**config.mk**
```make
export PLATFORM = sky130hd
export DESIGN_NAME = sensor_row_readout
export DESIGN_NICKNAME = d
export VERILOG_FILES = /design/src/rtl/sensor_row_readout.sv
export SDC_FILE = /design/constraint.sdc
export NUM_CORES = 1
export LEC_CHECK = 0
export ABC_AREA = 1
export CAP_MARGIN = 30
export CELL_PAD_IN_SITES_DETAIL_PLACEMENT = 2
export CELL_PAD_IN_SITES_GLOBAL_PLACEMENT = 2
export CORE_MARGIN = 2
export CORE_UTILIZATION = 39
export CTS_CLUSTER_DIAMETER = 100
export DETAILED_ROUTE_END_ITERATION = 10
export PLACE_DENSITY_LB_ADDON = 0.1
export SLEW_MARGIN = 20
export SYNTH_ARGS = -nofsm -noshare
export SYNTH_HDL_FRONTEND = slang
export SYNTH_SLANG_ARGS = --single-unit
```
**constraint.sdc**
```tcl
create_clock -name clk -period 5.7 [get_ports clk]
set_clock_uncertainty 0.2 [all_clocks]
set_input_delay 1.14 -clock clk [delete_from_list [all_inputs] [get_ports clk]]
set_output_delay 1.14 -clock clk [all_outputs]
set_load 0.03 [all_outputs]
```
**src/rtl/sensor_row_readout.sv**
```systemverilog
// Row readout for the pixel array: captures a row on each completed row-select window,
// queues up to two rows and serialises them one pixel per valid/ready transfer.
module sensor_row_readout #(
    parameter  int PIXEL_ARRAY_WIDTH  = 4,
    parameter  int PIXEL_ARRAY_HEIGHT = 4,
    localparam int COL_W = $clog2(PIXEL_ARRAY_WIDTH),
    localparam int ROW_W = $clog2(PIXEL_ARRAY_HEIGHT)
) (
    input  logic                            clk,
    input  logic                            reset,
    input  logic [PIXEL_ARRAY_HEIGHT-1:0]   row_select,
    input  logic [PIXEL_ARRAY_WIDTH*8-1:0]  row_data,
    output logic [7:0]                      px_data,
    output logic                            px_valid,
    input  logic                            px_ready,
    output logic [ROW_W-1:0]                px_row,
    output logic [COL_W-1:0]                px_col,
    output logic                            px_sof,
    output logic                            px_eol,
    output logic                            px_eof,
    output logic                            overflow,
    output logic                            sel_error
);

    localparam int DATA_W  = PIXEL_ARRAY_WIDTH * 8;
    localparam int ENTRY_W = ROW_W + DATA_W;

    localparam logic [COL_W-1:0] COL_LAST = COL_W'(PIXEL_ARRAY_WIDTH - 1);
    localparam logic [COL_W-1:0] COL_ONE  = {{(COL_W-1){1'b0}}, 1'b1};
    localparam logic [ROW_W-1:0] ROW_LAST = ROW_W'(PIXEL_ARRAY_HEIGHT - 1);
    localparam logic [PIXEL_ARRAY_HEIGHT-1:0] SEL_ONE = {{(PIXEL_ARRAY_HEIGHT-1){1'b0}}, 1'b1};

    typedef enum logic [0:0] {
        ST_EMPTY  = 1'b0,
        ST_STREAM = 1'b1
    } state_t;

    state_t                        r_state;
    state_t                        w_state_nxt;
    logic [PIXEL_ARRAY_HEIGHT-1:0] r_row_sel_q;
    logic [DATA_W-1:0]             r_shadow_data;
    logic [ROW_W-1:0]              r_shadow_idx;
    logic [ENTRY_W-1:0]            r_fifo [2];
    logic                          r_wr_ptr;
    logic                          r_rd_ptr;
    logic [1:0]                    r_count;
    logic [COL_W-1:0]              r_col;
    logic                          r_overflow;
    logic                          r_sel_error;

    logic                          w_commit;
    logic                          w_onehot;
    logic                          w_px_valid;
    logic                          w_xfer;
    logic                          w_pop;
    logic                          w_push;
    logic                          w_drop;
    logic [1:0]                    w_count_nxt;
    logic [ENTRY_W-1:0]            w_head;
    logic [DATA_W-1:0]             w_head_data;
    logic [ROW_W-1:0]              w_head_idx;

    // One-hot select to binary row index; zero for an all-zero select.
    function automatic logic [ROW_W-1:0] f_sel_encode(input logic [PIXEL_ARRAY_HEIGHT-1:0] sel);
        logic [ROW_W-1:0] idx;
        idx = '0;
        for (int i = 0; i < PIXEL_ARRAY_HEIGHT; i++) begin
            if (sel[i]) begin
                idx = idx | ROW_W'(i);
            end else begin
                idx = idx;
            end
        end
        return idx;
    endfunction

    // Commit, push/pop arbitration and next state of the serialiser.
    always_comb begin
        w_commit    = (r_row_sel_q != '0) && (row_select != r_row_sel_q);
        w_onehot    = ((r_row_sel_q & (r_row_sel_q - SEL_ONE)) == '0);
        w_px_valid  = (r_state == ST_STREAM);
        w_xfer      = w_px_valid && px_ready;
        w_pop       = w_xfer && (r_col == COL_LAST);
        // A full FIFO still accepts the row when the head finishes on this same edge.
        w_push      = w_commit && w_onehot && ((r_count != 2'd2) || w_pop);
        w_drop      = w_commit && w_onehot && !w_push;
        w_count_nxt = r_count + {1'b0, w_push} - {1'b0, w_pop};
        w_state_nxt = (w_count_nxt != 2'd0) ? ST_STREAM : ST_EMPTY;
    end

    // Serialiser state register.
    always_ff @(posedge clk or negedge reset) begin
        if (!reset) begin
            r_state <= ST_EMPTY;
        end else begin
            r_state <= w_state_nxt;
        end
    end

    // Row capture, FIFO, column counter and sticky error flags.
    always_ff @(posedge clk or negedge reset) begin
        if (!reset) begin
            r_row_sel_q   <= '0;
            r_shadow_data <= '0;
            r_shadow_idx  <= '0;
            r_fifo[0]     <= '0;
            r_fifo[1]     <= '0;
            r_wr_ptr      <= 1'b0;
            r_rd_ptr      <= 1'b0;
            r_count       <= 2'd0;
            r_col         <= '0;
            r_overflow    <= 1'b0;
            r_sel_error   <= 1'b0;
        end else begin
            r_row_sel_q <= row_select;
            if (row_select != '0) begin
                r_shadow_data <= row_data;
                r_shadow_idx  <= f_sel_encode(row_select);
            end
            if (w_push) begin
                r_fifo[r_wr_ptr] <= {r_shadow_idx, r_shadow_data};
                r_wr_ptr         <= ~r_wr_ptr;
            end
            if (w_pop) begin
                r_rd_ptr <= ~r_rd_ptr;
            end
            r_count <= w_count_nxt;
            if (w_xfer) begin
                r_col <= (r_col == COL_LAST) ? '0 : (r_col + COL_ONE);
            end
            if (w_drop) begin
                r_overflow <= 1'b1;
            end
            if (w_commit && !w_onehot) begin
                r_sel_error <= 1'b1;
            end
        end
    end

    // Output muxing from the FIFO head; everything is forced to zero while idle.
    always_comb begin
        w_head      = r_fifo[r_rd_ptr];
        w_head_data = w_head[DATA_W-1:0];
        w_head_idx  = w_head[ENTRY_W-1 -: ROW_W];
        px_valid    = w_px_valid;
        px_data     = 8'h00;
        px_row      = '0;
        px_col      = '0;
        px_sof      = 1'b0;
        px_eol      = 1'b0;
        px_eof      = 1'b0;
        if (w_px_valid) begin
            px_data = w_head_data[{r_col, 3'b000} +: 8];
            px_row  = w_head_idx;
            px_col  = r_col;
            px_sof  = (w_head_idx == '0) && (r_col == '0);
            px_eol  = (r_col == COL_LAST);
            px_eof  = (w_head_idx == ROW_LAST) && (r_col == COL_LAST);
        end else begin
            px_data = 8'h00;
        end
        overflow  = r_overflow;
        sel_error = r_sel_error;
    end

endmodule

```
==> run summary, run 1 <==
• sky130_fd_sc_hd__dfrtp_1 — most common cell in the netlist
• 28500 um — wire length of the first global-routing pass
• 229 — Starting DRT DRC Count
• 0.0146 sq mm — floorplan core area
• 21.5% — growth of design area from synthesis to finish
• 0 — Final Max Slew Viols
• 0.771 — routability congestion estimate from global placement
• 0 ns — total negative slack
• 2 — clock buffer depth
• 718 — number of nets in the final layout
• 0 — Fin. Hold Viols
• 0 — grt total ovfl
• 0 — number of synthesis warnings
• 5.13 ns — fin crit period
• 44 — number of rows created at floorplan
• 0 — antenna violations before repair
• px_valid — endpoint of the lowest-slack register-to-register path
• 127 um — die extent in x
• sky130_fd_sc_hd__clkbuf_16 — clock tree root driver cell
• built — TritonCTS clock tree
• 69 — maximum number of pins on one net before global-route repair
• 19.7 um — wire length per cell
• 579 mW/mm^2 — power density cells
• 0.00586 sq mm — Netlist Area Pre-Place
• 0 — max-cap violations
• sky130_fd_sc_hd__dfrtp_1 (115), sky130_fd_sc_hd__nand2_1 (91), sky130_fd_sc_hd__inv_1 (83) — Post-synth top cells
• 49.1% — sequential fraction of the synthesis area
• 4.12 mW — Total Power Consumption
• finished, final reports clean — outcome
• 30 — Cell variety after synth
• 3.79 ns — data arrival time of the worst path
• 115 — number of register bits inferred by synthesis
• 40.2% — initial standard-cell utilization of the core
• 10 — worst reg2reg path depth
• 17200 um — total length of routed wires
• 90.0% — post-route fraction of the period consumed by the critical path
• 0 — ANT nets after route
• 0 — number of buffers inserted by post-CTS setup repair
• 0.42 ns — clk_lat worst skew
• 0 — Diodes inserted
• register — startpoint type of the worst setup path
• 4 — iteration count of the initial detailed-routing pass
• 4 — CTS HTree Levels
• 1 — Worst Hold Depth
• 56 — buffers added on ports
• sel_error — startpoint of the lowest-slack hold path
• 0 — number of enable-type register cells in the synthesized netlist
• 0.06 ns — clock-pin slew on the worst setup and hold paths
• 49.1% — fraction of post-synthesis cell area in the top cell type by area
• 678 — Synthesized Nets
• 11000 um — DPL Wire Length
• 4642 — via count
• output port — Worst setup EP type
• 0.195 GHz — maximum clock frequency
• 20 — top fanout value on the critical path
• reg2reg — Min-Delay Path Class
• 127 um — Chip Height
• 5400 — number of global-route vias before repair
• 0 — DRC errors left
• 14.7% — ratio of cells with drive above 1 in the final layout
• 0.0160 sq mm — Die ar.
• reg2out — startpoint-to-endpoint class of the critical path
• 0.246 mV — Peak VDD IR
• sky130_fd_sc_hd__dfrtp_1 — Yosys top cell by area
• 635 — Syn Inst Count
• 9.23 sq um — Post-Syn Area per Cell
• sky130_fd_sc_hd__dfrtp_1 (49%), sky130_fd_sc_hd__o21bai_1 (9.0%), sky130_fd_sc_hd__mux2_2 (6.1%) — leading post-synthesis cells by cell area
• sky130_fd_sc_hd__dfrtp_1 — Most used DFF post-synth
• 100% — async set-or-reset flop fraction in the synthesized netlist
• 0 — Gates resized, CTS repair
• 0 — number of buffers added to fix hold violations after cts
• 3.32 nW — static power due to leakage
• 17 — clock buffers created by TritonCTS
• 41.3% — relative max-transition margin
• 2.24 ns — Reg2Reg Setup Slack
• sel_error — Hold Path End
• no — unrepaired setup endpoints after global routing
• 0 — Setup violations, final
• r_col[0] — reg-to-reg critical path startpoint
• 115 — CTS Sinks
• 4.36 ns — endpoint required time on the critical path
• 5.32 — post-DR vias/cell
• 57 — Top Ports
• 0.877 ns — Least-Margin Pin Slew
• 22.8% — total global routing track utilization
flip-flops by register name, indices dropped and copies added (netlist names):
name,flops
overflow,1
px_valid,1
r_col,2
r_count,2
r_fifo,68
r_rd_ptr,1
r_row_sel_q,4
r_shadow_data,32
r_shadow_idx,2
r_wr_ptr,1
sel_error,1
through the flow:
stage               util, %  hold WS, ns  instances  instance area (sq um)  setup WS (ns)
detailed placement     44.8        0.268        840                   6540           1.04
CTS                    48.8        0.281        872                   7120          0.556
finish                 48.8        0.274        872                   7120          0.568
floorplan                 -        0.277        635                   5860           2.63
global route           48.8        0.294        872                   7120          0.293
global placement       44.2        0.266        836                   6440           1.07
worst max path at each step:
stage | from | endpoint
floorplan | px_ready | px_valid
global placement | r_col[0] | px_data[4]
detailed placement | r_col[0] | px_data[5]
CTS | r_col[0] | px_data[5]
global route | r_col[0] | px_data[5]
finish | r_col[0] | px_data[5]
cells in the final DEF, fill, tap and decap left out, types with 2 or more instances in the layout:
cell type	instances
sky130_fd_sc_hd__o21ai_0	36
sky130_fd_sc_hd__xor2_1	2
sky130_fd_sc_hd__clkinv_2	2
sky130_fd_sc_hd__bufinv_16	2
sky130_fd_sc_hd__o21bai_1	70
sky130_fd_sc_hd__a21oi_1	48
sky130_fd_sc_hd__nand3_2	21
sky130_fd_sc_hd__clkbuf_1	7
sky130_fd_sc_hd__inv_2	5
sky130_fd_sc_hd__inv_1	83
sky130_fd_sc_hd__clkbuf_8	4
sky130_fd_sc_hd__buf_16	2
sky130_fd_sc_hd__buf_4	6
sky130_fd_sc_hd__buf_12	2
sky130_fd_sc_hd__nand2_1	91
sky130_fd_sc_hd__nand3_1	52
sky130_fd_sc_hd__o21a_1	8
sky130_fd_sc_hd__dfrtp_1	114
sky130_fd_sc_hd__mux2_2	32
sky130_fd_sc_hd__nand2_2	3
sky130_fd_sc_hd__clkbuf_16	17
sky130_fd_sc_hd__o21ai_1	2
sky130_fd_sc_hd__ha_1	4
sky130_fd_sc_hd__nor2_1	9
sky130_fd_sc_hd__xnor2_1	2
sky130_fd_sc_hd__clkinv_1	2
sky130_fd_sc_hd__clkdlybuf4s50_1	55
logic make-up after synthesis:
kind of cell               count (synthesis)  synth area share, %
AOI/OAI and AO/OA                        164                 17.3
DFF                                      115                 49.1
adders and majority gates                  4                0.854
muxes                                     32                 6.15
buffers and inverters                    134                 9.89
xor gates and xnor gates                   4                0.598
and+or+nand+nor                          182                 16.1
area by class of cell:
class	count	area [sq um]
fillers	1537	7470
flip-flops and latches	115	2880
multi-input cells	386	2400
repair buffers	65	691
clock buffers	28	507
inverters	90	338
well taps	184	230
clock inverters	4	70.1
layer usage:
layer  GRT usage (%)  share of wire, %
met2            40.8                52
met4            6.98               1.7
met5               0                 0
met3            5.15               2.8
met1            27.2                43
report_power, final:
part | leakage [nW] | switching, mW | total, mW | internal, mW
logic | 1.67 | 1.14 | 1.78 | 0.644
registers | 1.37 | 0.185 | 1.29 | 1.10
clock network | 0.283 | 0.365 | 1.05 | 0.689
total | 3.32 | 1.69 | 4.12 | 2.43
critical path, cell delays in order, from the launching register on:
cell and delay, ns:
sky130_fd_sc_hd__dfrtp_1 0.88, sky130_fd_sc_hd__clkinv_1 0.83, sky130_fd_sc_hd__a21oi_1 0.35, sky130_fd_sc_hd__o21ai_0 0.15, sky130_fd_sc_hd__a21oi_1 0.31, sky130_fd_sc_hd__o21a_1 0.17, sky130_fd_sc_hd__clkdlybuf4s50_1 0.67
Note: power is estimated with default switching activity, not from simulation.
==> inputs of run 2 (changes only) <==
--- a/config.mk
+++ b/config.mk
@@ -6,15 +6,15 @@
 export NUM_CORES = 1
 export LEC_CHECK = 0
 export ABC_AREA = 1
-export CAP_MARGIN = 30
 export CELL_PAD_IN_SITES_DETAIL_PLACEMENT = 2
 export CELL_PAD_IN_SITES_GLOBAL_PLACEMENT = 2
 export CORE_MARGIN = 2
 export CORE_UTILIZATION = 39
 export CTS_CLUSTER_DIAMETER = 100
 export DETAILED_ROUTE_END_ITERATION = 10
+export HOLD_SLACK_MARGIN = 0.15
 export PLACE_DENSITY_LB_ADDON = 0.1
-export SLEW_MARGIN = 20
+export SLEW_MARGIN = 10
 export SYNTH_ARGS = -nofsm -noshare
 export SYNTH_HDL_FRONTEND = slang
 export SYNTH_SLANG_ARGS = --single-unit
==> run 2 against run 1 <==
  * Flip-flop and latch count is the same
  * Sequential share of layout area grew 0.62 points
  * Total power shrank 0.94%
  * Combinational power is essentially flat
  * Global-route usage grew 0.88 points
  * Final area shrank 1.5%
  * Largest power group unchanged
==> run summary, run 2 (synthesized netlist as in run 1, its figures left out) <==
• finished, final reports clean — outcome
• 20 — top fanout value on the critical path
• 5.38 — post-DR vias/cell
• 0.87 ns — Max stage delay on crit path
• 0.191 GHz — maximum clock frequency
• 0 — ANT nets after route
• sky130_fd_sc_hd__dfrtp_1 (114), sky130_fd_sc_hd__nand2_1 (91), sky130_fd_sc_hd__inv_1 (83) — commonest cells after routing, fill and taps aside
• 40.2% — initial standard-cell utilization of the core
• 836 — dpl cells
• 582 mW/mm^2 — power density cells
• 1.14 ns — Least-Margin Pin Slew
• 4 — iteration count of the initial detailed-routing pass
• 0.43 ns — clk_lat worst skew
• r_fifo — register with the most flip-flops
• 0 — Gates resized, CTS repair
• 0 — Fin. Hold Viols
• 0 — grt total ovfl
• 2 — clock buffer depth
• 5.23 ns — fin crit period
• 0 — Diodes inserted
• 0.278 ns — Hold Slack
• 1574 — layout filler cell count
• reg2reg — Min-Delay Path Class
• 19.6% — growth of design area from synthesis to finish
• 0 — Setup violations, final
• 714 — number of nets in the final layout
• 1.54 ns — Reg2Reg Setup Slack
• sky130_fd_sc_hd__dfrtp_1 — most frequent standard cell in the layout excluding fill and tap cells
• 17 — clock buffers created by TritonCTS
• 867 — fin cells
• 20.2 um — wire length per cell
• sky130_fd_sc_hd__a21oi_1 — dominant cell type by count on the critical path
• 0 — Final Max Slew Viols
• 0 ns — total negative slack
• 91.8% — post-route fraction of the period consumed by the critical path
• 29400 um — wire length of the first global-routing pass
• 0.329 mV — Peak VDD IR
• 0.06 ns — clock-pin slew on the worst setup and hold paths
• 14.2% — ratio of cells with drive above 1 in the final layout
• sky130_fd_sc_hd__clkbuf_16 — clock tree root driver cell
• 5507 — number of global-route vias before repair
• 17600 um — total length of routed wires
• 57 — Top Ports
• 10500 um — DPL Wire Length
• output port — Worst setup EP type
• 115 — CTS Sinks
• 127 um — Chip Height
• 4.36 ns — endpoint required time on the critical path
• 3.27 nW — static power due to leakage
• 127 um — die extent in x
• sky130_fd_sc_hd__dfrtp_1 — Slowest-stage cell, CP
• 241 — Starting DRT DRC Count
• 3.89 ns — data arrival time of the worst path
• 0.0146 sq mm — floorplan core area
• 0.0160 sq mm — Die ar.
• 23.7% — relative max-transition margin
• 0 — number of buffers inserted by post-CTS setup repair
• 0 — max-cap violations
• 0 — antenna violations before repair
• clkinv_1 > a21oi_1 > o21ai_0 > a21oi_1 > o21a_1 > clkdlybuf4s50_1 — cells traversed along the worst timing path
• 0 — DRC errors left
• 56 — buffers added on ports
• 23.6% — total global routing track utilization
• 0 — number of buffers added to fix hold violations after cts
• 79 — maximum number of pins on one net before global-route repair
• no — unrepaired setup endpoints after global routing
• r_fifo x68, r_shadow_data x32, r_row_sel_q x4 — largest registers in the final layout
• 4 — CTS HTree Levels
• built — TritonCTS clock tree
• 0.771 — routability congestion estimate from global placement
• 4664 — via count
• reg2out — startpoint-to-endpoint class of the critical path
• 68 — max reg flops
• register — startpoint type of the worst setup path
• 44 — number of rows created at floorplan
run 2: cell count changes in the layout (fill, tap and decap cells not counted), sizes merged:
cell and change:
buf -4, clkbuf -2, clkinv +1
run 2: final timing paths:
check | from | end | cells past startpoint
worst max-delay path | r_col[0] | px_data[4] | 6
worst min-delay path | sel_error | sel_error | 1
worst min register to register | sel_error | sel_error | 1
worst max register to register | r_col[0] | px_valid | 10
min in group asynchronous | reset | r_fifo[5] | 1
max in group asynchronous | reset | r_fifo[62] | 2
run 2: per-stage QoR:
step | util, % | cell area, sq um | setup WS (ns) | power, mW
2_1_floorplan | - | 5860 | 2.63 | 2.44
6_report | 48.0 | 7010 | 0.468 | 4.08
3_3_place_gp | 44.2 | 6440 | 1.07 | 2.92
3_5_place_dp | 44.2 | 6440 | 0.960 | 3.02
5_1_grt | 48.0 | 7010 | 0.259 | 4.35
4_1_cts | 48.0 | 7010 | 0.441 | 4.13
run 2: area by class of cell:
type / count / area, sq um / area share [%]
clock inverter: 5 / 75.1 / 1.07
timing repair buffer: 61 / 596 / 8.50
multi-input combinational: 386 / 2400 / 34.3
sequential: 115 / 2880 / 41.1
clock buffer: 26 / 489 / 6.98
inverter: 90 / 338 / 4.82
tap: 184 / 230 / 3.28
run 2: power breakdown:
group / internal, mW / switching (mW)
logic: 0.612 / 1.13
registers: 1.10 / 0.189
clock network: 0.673 / 0.371
run 2: routing by layer:
layer | global-route usage (%) | share of wire [%] | up-vias
met4 | 7.82 | 1.3 | 0
met3 | 4.43 | 2.6 | 15
li1 | - | - | 2142
met2 | 42.3 | 53 | 61
met1 | 28.6 | 43 | 2446
met5 | 0 | 0 | -
run 2: worst max-delay path: cells and delay by family (launching register included):
| kind | cells | cell delay [ns] |
|---|---|---|
| buffers and inverters | 2 | 1.52 |
| AOI/OAI and AO/OA | 4 | 1.08 |
| DFF | 1 | 0.87 |
